**src/rtl/display_pager_if.sv**
```systemverilog
// Load handshake, page buttons and display-side outputs of the display pager.
// A word transfers on a cycle where load_valid and load_ready are both high; load_data is held with load_valid.
interface display_pager_if #(
  parameter int DATA_W = 128
);
  localparam int NP = DATA_W / 16;
  localparam int PW = (NP > 1) ? $clog2(NP) : 1;

  logic              load_valid;
  logic [DATA_W-1:0] load_data;
  logic              load_ready;
  logic              btn_next;
  logic              btn_prev;
  logic              auto_en;
  logic [PW-1:0]     page;
  logic [3:0]        enables;
  logic [4:0]        digit3;
  logic [4:0]        digit2;
  logic [4:0]        digit1;
  logic [4:0]        digit0;
  logic [1:0]        state_dbg;

  modport master (
    output load_valid, load_data, btn_next, btn_prev, auto_en,
    input  load_ready, page, enables, digit3, digit2, digit1, digit0, state_dbg
  );

  modport slave (
    input  load_valid, load_data, btn_next, btn_prev, auto_en,
    output load_ready, page, enables, digit3, digit2, digit1, digit0, state_dbg
  );
endinterface

```
**src/rtl/display_pager.sv**
```systemverilog
// Pages a DATA_W-bit word onto a 4-digit 7-seg display, 16 bits per page,
// with button/auto-scroll paging and a transient page-number marker.
module display_pager #(
  parameter int DATA_W       = 128,
  parameter int DWELL_CYCLES = 100_000_000,
  parameter int MARK_CYCLES  = 50_000_000
) (
  input logic           clk,
  input logic           rst,
  display_pager_if.slave bus
);
  localparam int NP    = DATA_W / 16;
  localparam int PW    = (NP > 1) ? $clog2(NP) : 1;
  localparam int MAXC  = (DWELL_CYCLES > MARK_CYCLES) ? DWELL_CYCLES : MARK_CYCLES;
  localparam int CNT_W = (MAXC > 1) ? $clog2(MAXC) : 1;
  localparam logic [19:0] BLANK = {4{5'h1F}};

  typedef enum logic [1:0] {
    S_EMPTY = 2'd0,
    S_MARK  = 2'd1,
    S_SHOW  = 2'd2
  } state_e;

  state_e            state_q;
  logic [PW-1:0]     page_q;
  logic [DATA_W-1:0] buf_q;
  logic [CNT_W-1:0]  mark_cnt_q;
  logic [CNT_W-1:0]  dwell_cnt_q;
  logic [3:0]        enables_q;
  logic [19:0]       digits_q;
  logic              load_ready_q;

  logic              accept;
  logic              btn_step;
  logic              mark_done;
  logic              dwell_done;
  logic [PW-1:0]     page_inc;
  logic [PW-1:0]     page_dec;
  logic [PW-1:0]     page_step_d;

  function automatic logic [19:0] mark_digits(input logic [PW-1:0] p);
    return {BLANK[19:5], 5'(p)};
  endfunction

  function automatic logic [19:0] show_digits(input logic [DATA_W-1:0] b, input logic [PW-1:0] p);
    logic [15:0] w;
    w = 16'(b >> (16 * (NP - 1 - int'(p))));
    return {1'b0, w[15:12], 1'b0, w[11:8], 1'b0, w[7:4], 1'b0, w[3:0]};
  endfunction

  // Both buttons in one cycle cancel; a step always wins over the auto terminal count.
  always_comb begin
    accept      = bus.load_valid & load_ready_q;
    btn_step    = bus.btn_next ^ bus.btn_prev;
    mark_done   = (mark_cnt_q == CNT_W'(MARK_CYCLES - 1));
    dwell_done  = (dwell_cnt_q == CNT_W'(DWELL_CYCLES - 1));
    page_inc    = (page_q == PW'(NP - 1)) ? '0 : page_q + 1'b1;
    page_dec    = (page_q == '0) ? PW'(NP - 1) : page_q - 1'b1;
    page_step_d = bus.btn_next ? page_inc : page_dec;
  end

  always_ff @(posedge clk) begin
    if (rst) begin
      state_q      <= S_EMPTY;
      page_q       <= '0;
      buf_q        <= '0;
      mark_cnt_q   <= '0;
      dwell_cnt_q  <= '0;
      enables_q    <= 4'b0000;
      digits_q     <= BLANK;
      load_ready_q <= 1'b0;
    end else begin
      load_ready_q <= 1'b1;
      if (accept) begin
        buf_q       <= bus.load_data;
        page_q      <= '0;
        state_q     <= S_MARK;
        mark_cnt_q  <= '0;
        dwell_cnt_q <= '0;
        enables_q   <= 4'b0001;
        digits_q    <= mark_digits('0);
      end else begin
        case (state_q)
          S_MARK, S_SHOW: begin
            if (btn_step) begin
              page_q      <= page_step_d;
              state_q     <= S_MARK;
              mark_cnt_q  <= '0;
              dwell_cnt_q <= '0;
              enables_q   <= 4'b0001;
              digits_q    <= mark_digits(page_step_d);
            end else if (state_q == S_MARK) begin
              dwell_cnt_q <= '0;
              if (mark_done) begin
                state_q    <= S_SHOW;
                mark_cnt_q <= '0;
                enables_q  <= 4'b1111;
                digits_q   <= show_digits(buf_q, page_q);
              end else begin
                mark_cnt_q <= mark_cnt_q + 1'b1;
              end
            end else if (bus.auto_en) begin
              if (dwell_done) begin
                page_q      <= page_inc;
                state_q     <= S_MARK;
                mark_cnt_q  <= '0;
                dwell_cnt_q <= '0;
                enables_q   <= 4'b0001;
                digits_q    <= mark_digits(page_inc);
              end else begin
                dwell_cnt_q <= dwell_cnt_q + 1'b1;
              end
            end else begin
              dwell_cnt_q <= '0;
            end
          end
          S_EMPTY: begin
          end
          default: begin
            state_q   <= S_EMPTY;
            enables_q <= 4'b0000;
            digits_q  <= BLANK;
          end
        endcase
      end
    end
  end

  assign bus.load_ready = load_ready_q;
  assign bus.page       = page_q;
  assign bus.enables    = enables_q;
  assign bus.digit3     = digits_q[19:15];
  assign bus.digit2     = digits_q[14:10];
  assign bus.digit1     = digits_q[9:5];
  assign bus.digit0     = digits_q[4:0];
  assign bus.state_dbg  = state_q;
endmodule
```
**src/flat_wrapper.sv**
```systemverilog
// flat-port wrapper written by rule: the top's interface ports become plain ports
module display_pager_flat 
#(
  parameter int DATA_W       = 128,
  parameter int DWELL_CYCLES = 100_000_000,
  parameter int MARK_CYCLES  = 50_000_000
)
  (clk, rst, bus_load_valid, bus_load_data, bus_btn_next, bus_btn_prev, bus_auto_en, bus_load_ready, bus_page, bus_enables, bus_digit3, bus_digit2, bus_digit1, bus_digit0, bus_state_dbg);
  display_pager_if #(.DATA_W(DATA_W)) bus_i ();
  input logic clk;
  input logic rst;
  input wire logic [$bits(bus_i.load_valid)-1:0] bus_load_valid;
  input wire logic [$bits(bus_i.load_data)-1:0] bus_load_data;
  input wire logic [$bits(bus_i.btn_next)-1:0] bus_btn_next;
  input wire logic [$bits(bus_i.btn_prev)-1:0] bus_btn_prev;
  input wire logic [$bits(bus_i.auto_en)-1:0] bus_auto_en;
  output wire logic [$bits(bus_i.load_ready)-1:0] bus_load_ready;
  output wire logic [$bits(bus_i.page)-1:0] bus_page;
  output wire logic [$bits(bus_i.enables)-1:0] bus_enables;
  output wire logic [$bits(bus_i.digit3)-1:0] bus_digit3;
  output wire logic [$bits(bus_i.digit2)-1:0] bus_digit2;
  output wire logic [$bits(bus_i.digit1)-1:0] bus_digit1;
  output wire logic [$bits(bus_i.digit0)-1:0] bus_digit0;
  output wire logic [$bits(bus_i.state_dbg)-1:0] bus_state_dbg;
  assign bus_i.load_valid = bus_load_valid;
  assign bus_i.load_data = bus_load_data;
  assign bus_i.btn_next = bus_btn_next;
  assign bus_i.btn_prev = bus_btn_prev;
  assign bus_i.auto_en = bus_auto_en;
  assign bus_load_ready = bus_i.load_ready;
  assign bus_page = bus_i.page;
  assign bus_enables = bus_i.enables;
  assign bus_digit3 = bus_i.digit3;
  assign bus_digit2 = bus_i.digit2;
  assign bus_digit1 = bus_i.digit1;
  assign bus_digit0 = bus_i.digit0;
  assign bus_state_dbg = bus_i.state_dbg;
  display_pager #(.DATA_W(DATA_W), .DWELL_CYCLES(DWELL_CYCLES), .MARK_CYCLES(MARK_CYCLES)) u_core (.clk(clk), .rst(rst), .bus(bus_i));
endmodule
```
**config.mk**
```make
export PLATFORM = sky130hd
export DESIGN_NAME = display_pager_flat
export DESIGN_NICKNAME = d
export VERILOG_FILES = /design/src/rtl/display_pager_if.sv /design/src/rtl/display_pager.sv /design/src/flat_wrapper.sv
export SDC_FILE = /design/constraint.sdc
export NUM_CORES = 1
export LEC_CHECK = 0
export CORE_ASPECT_RATIO = 0.7
export CORE_MARGIN = 1
export CORE_UTILIZATION = 50
export CTS_BUF_LIST = sky130_fd_sc_hd__clkbuf_4 sky130_fd_sc_hd__clkbuf_8
export DETAILED_ROUTE_END_ITERATION = 6
export HOLD_SLACK_MARGIN = 0.12
export PLACE_DENSITY = 0.87
export SLEW_MARGIN = 40
export SYNTH_ARGS = -nofsm -noshare
export SYNTH_HDL_FRONTEND = slang
export SYNTH_SLANG_ARGS = --single-unit
```
**constraint.sdc**
```tcl
create_clock -name clk -period 6.91 [get_ports clk]
set_input_delay 1.0365 -clock clk [delete_from_list [all_inputs] [get_ports clk]]
set_output_delay 1.0365 -clock clk [all_outputs]
set_load 0.02 [all_outputs]
```
==> PnR_summary.wiki <==
{| class="wikitable"
! Metric !! Value
|-
| Share of async-settable or async-resettable flops after synthesis || 0%
|-
| Most frequently used flop master after synthesis || sky130_fd_sc_hd__dfxtp_1
|-
| Crit-path most repeated cell || sky130_fd_sc_hd__nand4_1
|-
| Slowest cell on the critical path || sky130_fd_sc_hd__ha_1
|-
| Final WS setup || 3.623 ns
|-
| Final setup fails || 0
|-
| Kind of end point of the critical path || register
|-
| Die area || 19030 um2
|-
| HP Start || u_core.buf_q[13]
|-
| Multiplexer area fraction after synthesis || 10.85%
|-
| Clock insertion delay at the later pin of the skew report || 0.56 ns
|-
| Start-to-end type of the worst setup path || register to register
|-
| Main combinational cell family by area after synthesis || simple AND/OR/NAND/NOR gates
|-
| Maximum number of pins on one net before global-route repair || 96
|-
| Critical register-to-register path endpoint || u_core.dwell_cnt_q[26]
|-
| Worst R2R Setup Slack || 3.62 ns
|-
| Mean routed wirelength per cell || 17.21 um
|-
| Clock tree skew after final layout || 0.01711 ns
|-
| Final total power || 2615 uW
|-
| Post-synth design cell area || 9236 um2
|-
| Dominant delay contributor by cell family on the critical path || simple AND/OR/NAND/NOR gates
|-
| Setup TNS Final || 0 ns
|-
| Number of DRC markers in iteration 0 || 801
|-
| Final hold violation count || 0
|-
| Via count of the first global-routing pass || 7869
|-
| Net count after synthesis || 1224
|-
| Number of primary I/O pins || 164
|-
| Critical path arrival || 3.70 ns
|-
| #FFs+latches synth || 207
|-
| Final Wtd Congestion || 0.9575
|-
| Sinks on Clock Net || 207
|-
| Multi-input gate area in the final layout || 4732 um2
|-
| Wire length reported by the detailed router || 25.02 mm
|-
| Number of buffers added by the clock tree synthesis step || 30
|-
| Clock Pin Slew Worst Setup and Hold Paths || 0.06 ns
|-
| Areal power density over the cells || 227.9 nW/um2
|-
| CTS tree || built
|-
| Worst Hold Class || register to register
|-
| Met3 layer usage reported by global route || 5.011%
|-
| Simple logic cell fraction of the synthesized area || 21.90%
|-
| Via density || 5.709
|-
| Total vias in the final route || 8301
|-
| Synth Instances || 1079
|-
| Result of the run || complete, no violations
|-
| Most frequent cells in the layout || 287 x sky130_fd_sc_hd__nand2_1, 205 x sky130_fd_sc_hd__dfxtp_1, 162 x sky130_fd_sc_hd__clkdlybuf4s50_1, 143 x sky130_fd_sc_hd__a21oi_1, 56 x sky130_fd_sc_hd__nor2_1
|-
| Antenna cell count || 0
|-
| Transition at the pin with the smallest max-transition slack || 0.7881 ns
|-
| Seq/Total Area, Yosys || 44.87%
|-
| Reg2reg path depth || 9
|-
| HPWL Detailed || 17.27 mm
|-
| Worst slew margin relative to its limit || 47.18%
|-
| Overall global routing resource usage || 26.55%
|-
| Number of max-slew violations in the final report || 0
|-
| Die height || 115.7 um
|-
| Footprint of the flip-flops and latches || 4146 um2
|-
| Number of flops mapped to enable cells by yosys || 0
|-
| Cells resized by post-CTS repair || 0
|-
| First-pass iteration count of the detailed router || 6
|-
| Area grow syn2layout || 24.25%
|-
| Launch instance of the worst register-to-register path || u_core.bus.enables[2]
|-
| Fraction of the mapped netlist area in compound gates || 12.96%
|-
| Horiz. Die Dim || 164.5 um
|-
| Worst hold path cell count || 2
|-
| Fill cell count || 1510
|-
| Number of maximum-capacitance constraint violations || 0
|-
| IO Port Bufs || 163
|-
| Number of rows in the core area || 41
|-
| Post-layout minimum cycle time || 3.287 ns
|-
| Worst vdd ir || 0.1233 mV
|-
| Number of buffers inserted for hold repair after clock tree synthesis || 0
|-
| Data required time at the worst endpoint || 7.33 ns
|-
| Relative contribution of combinational cells to total power || 15.4%
|-
| Initial core utilization || 51.15%
|-
| Tcrit/Tclk final || 47.57%
|-
| Bufs on Longest Clock Path || 3
|-
| DRT antenna net count || 0
|-
| Worst slack after detailed placement || 3.378 ns
|-
| Unique cell type count in the Yosys netlist || 53
|-
| Number of H-tree levels || 1
|-
| Longest individual stage delay on the worst path || 0.68 ns
|-
| Switching Share || 26.57%
|-
| Maximum frequency from static timing analysis || 304.2 MHz
|-
| Warnings from Yosys || 0
|-
| Share of total power in the clock network || 36.0%
|-
| Endpoint of the worst hold-timing path || u_core.buf_q[13]
|-
| Register share of total power || 48.6%
|-
| Xor/xnor share of the synthesized area || 3.793%
|-
| M1 GR Usage || 37.71%
|-
| Congestion Overflow GR || 0
|-
| Global-route met2 utilization || 41.13%
|-
| Leakage component of the power || 0.004086 uW
|-
| Most common library cell in the layout ignoring fill and taps || sky130_fd_sc_hd__nand2_1
|-
| Internal power consumption || 1921 uW
|-
| Net switching power figure || 694.8 uW
|-
| WP buf/inv || 2
|-
| Post-Syn Area per Cell || 8.560 um2
|-
| Number of remaining DRC errors || 0
|-
| Type of element launching the critical path || register
|-
| Core Box Area || 18060 um2
|-
| Highest fanout seen on the critical path || 18
|-
| Fraction of layout cells with a size suffix above 1 || 8.949%
|-
| Setup bufs post-CTS || 0
|-
| Post-synthesis adder-cell area fraction || 1.490%
|-
| Worst path cell trace || inv_1, ha_1, buf_4, nand4_1, nor3_1, and3_1, nand4_1, xor2_1, nor2_1
|-
| Busiest layer in global routing || met2
|-
| Final layout net count || 1348
|-
| Setup repair after global routing missed its margin || false
|-
| First-pass GRT wire length || 39.88 mm
|-
| Initial antenna violation count || 0
|-
| CTS Root Cell || sky130_fd_sc_hd__clkbuf_8
|}
[power by group through the flow]
stage / Clock (uW) / Combinational (uW) / Sequential (uW)
CTS: 955 / 399 / 1270
global route: 1010 / 436 / 1270
floorplan: 0 / 233 / 1300
detailed placement: 0 / 398 / 1300
global placement: 0 / 389 / 1290
finish: 943 / 402 / 1270
[routing by layer]
layer | vias to the layer above | wire (um)
li1 | 3971 | -
met1 | 3899 | 11190
met2 | 388 | 11110
met3 | 43 | 2127
met4 | 0 | 597
met5 | - | 0
[how the worst max path moves through the flow]
stage | start | cells past startpoint | to | slack, ns
CTS | u_core.bus.enables[2] | 9 | u_core.dwell_cnt_q[22] | 3.73
global route | u_core.bus.enables[2] | 9 | u_core.dwell_cnt_q[22] | 3.38
detailed placement | bus_auto_en | 6 | u_core.mark_cnt_q[14] | 3.38
floorplan | bus_btn_next | 8 | u_core.digits_q[14] | 4.15
finish | u_core.bus.enables[2] | 9 | u_core.dwell_cnt_q[26] | 3.62
global placement | bus_auto_en | 6 | u_core.mark_cnt_q[14] | 3.55
[state kept, by name (all words and copies together) (netlist names)]
register / cells
u_core.bus.state_dbg: 1
u_core.bus.load_ready: 1
u_core.dwell_cnt_q: 27
u_core.buf_q: 128
u_core.bus.page: 3
u_core.mark_cnt_q: 27
u_core.digits_q: 18
u_core.bus.enables: 2
[logic make-up (layout without fill, tap and decap cells)]
logic type / Yosys count / count (layout)
xor gates and xnor gates: 40 / 40
DFF: 207 / 207
muxes: 60 / 60
adders and majority gates: 11 / 11
AOI/OAI and AO/OA: 212 / 212
and+or+nand+nor: 459 / 459
buffers and inverters: 90 / 229
[per-stage QoR]
step	area (um2)	hold slack [ns]	util, %	instances
after floorplan	9236	0.4331	-	1079
after global placement	10900	0.4381	60.37	1407
after detailed placement	10920	0.4455	60.45	1407
after CTS	11480	0.4522	63.55	1454
after global routing	11480	0.4734	63.55	1454
final	11480	0.4523	63.55	1454
[worst reg2reg max path, delay by kind of cell, from the launching register on]
family / cells / cell delay [ns]
xor+xnor: 1 / 0.15
fa+ha+maj: 1 / 0.68
buf+inv: 2 / 0.48
flops: 1 / 0.54
simple gates: 5 / 1.30
[cell type report]
type	instances	area share, %
multi-input cells	782	41.23
flip-flops and latches	207	36.13
repair buffers	172	14.85
clock buffers	45	4.797
well taps	236	2.573
inverters	10	0.3271
clock inverters	2	0.08722
[Yosys cell counts, drive strengths merged (2+ instances only)]
| cell | count | area (um2) |
|---|---|---|
| a31oi | 15 | 93.84 |
| or4 | 4 | 30.03 |
| nand4 | 18 | 112.6 |
| a311oi | 4 | 58.81 |
| and4bb | 2 | 25.02 |
| nand2b | 2 | 12.51 |
| and4 | 9 | 78.83 |
| and3 | 13 | 81.33 |
| nand3 | 18 | 95.09 |
| ha | 11 | 137.6 |
| mux2i | 27 | 270.3 |
| xnor2 | 6 | 52.55 |
| o2111ai | 4 | 35.03 |
| a21oi | 143 | 715.7 |
| inv | 10 | 37.53 |
| and2 | 7 | 43.79 |
| or3 | 2 | 12.51 |
| or2 | 2 | 12.52 |
| nand4b | 2 | 17.52 |
| o21ai | 27 | 135.1 |
| o31ai | 5 | 42.54 |
| nor4 | 3 | 18.77 |
| nor2b | 2 | 12.51 |
| a31o | 2 | 17.52 |
| o211ai | 7 | 52.55 |
| buf | 24 | 133.9 |
| mux4 | 32 | 720.7 |
| nor3 | 28 | 150.1 |
| xor2 | 34 | 297.8 |
| dfxtp | 207 | 4144 |
| nand2 | 288 | 1081 |
| nor2 | 56 | 210.2 |
| clkbuf | 56 | 210.2 |
Note: power is estimated with default switching activity, not from simulation.
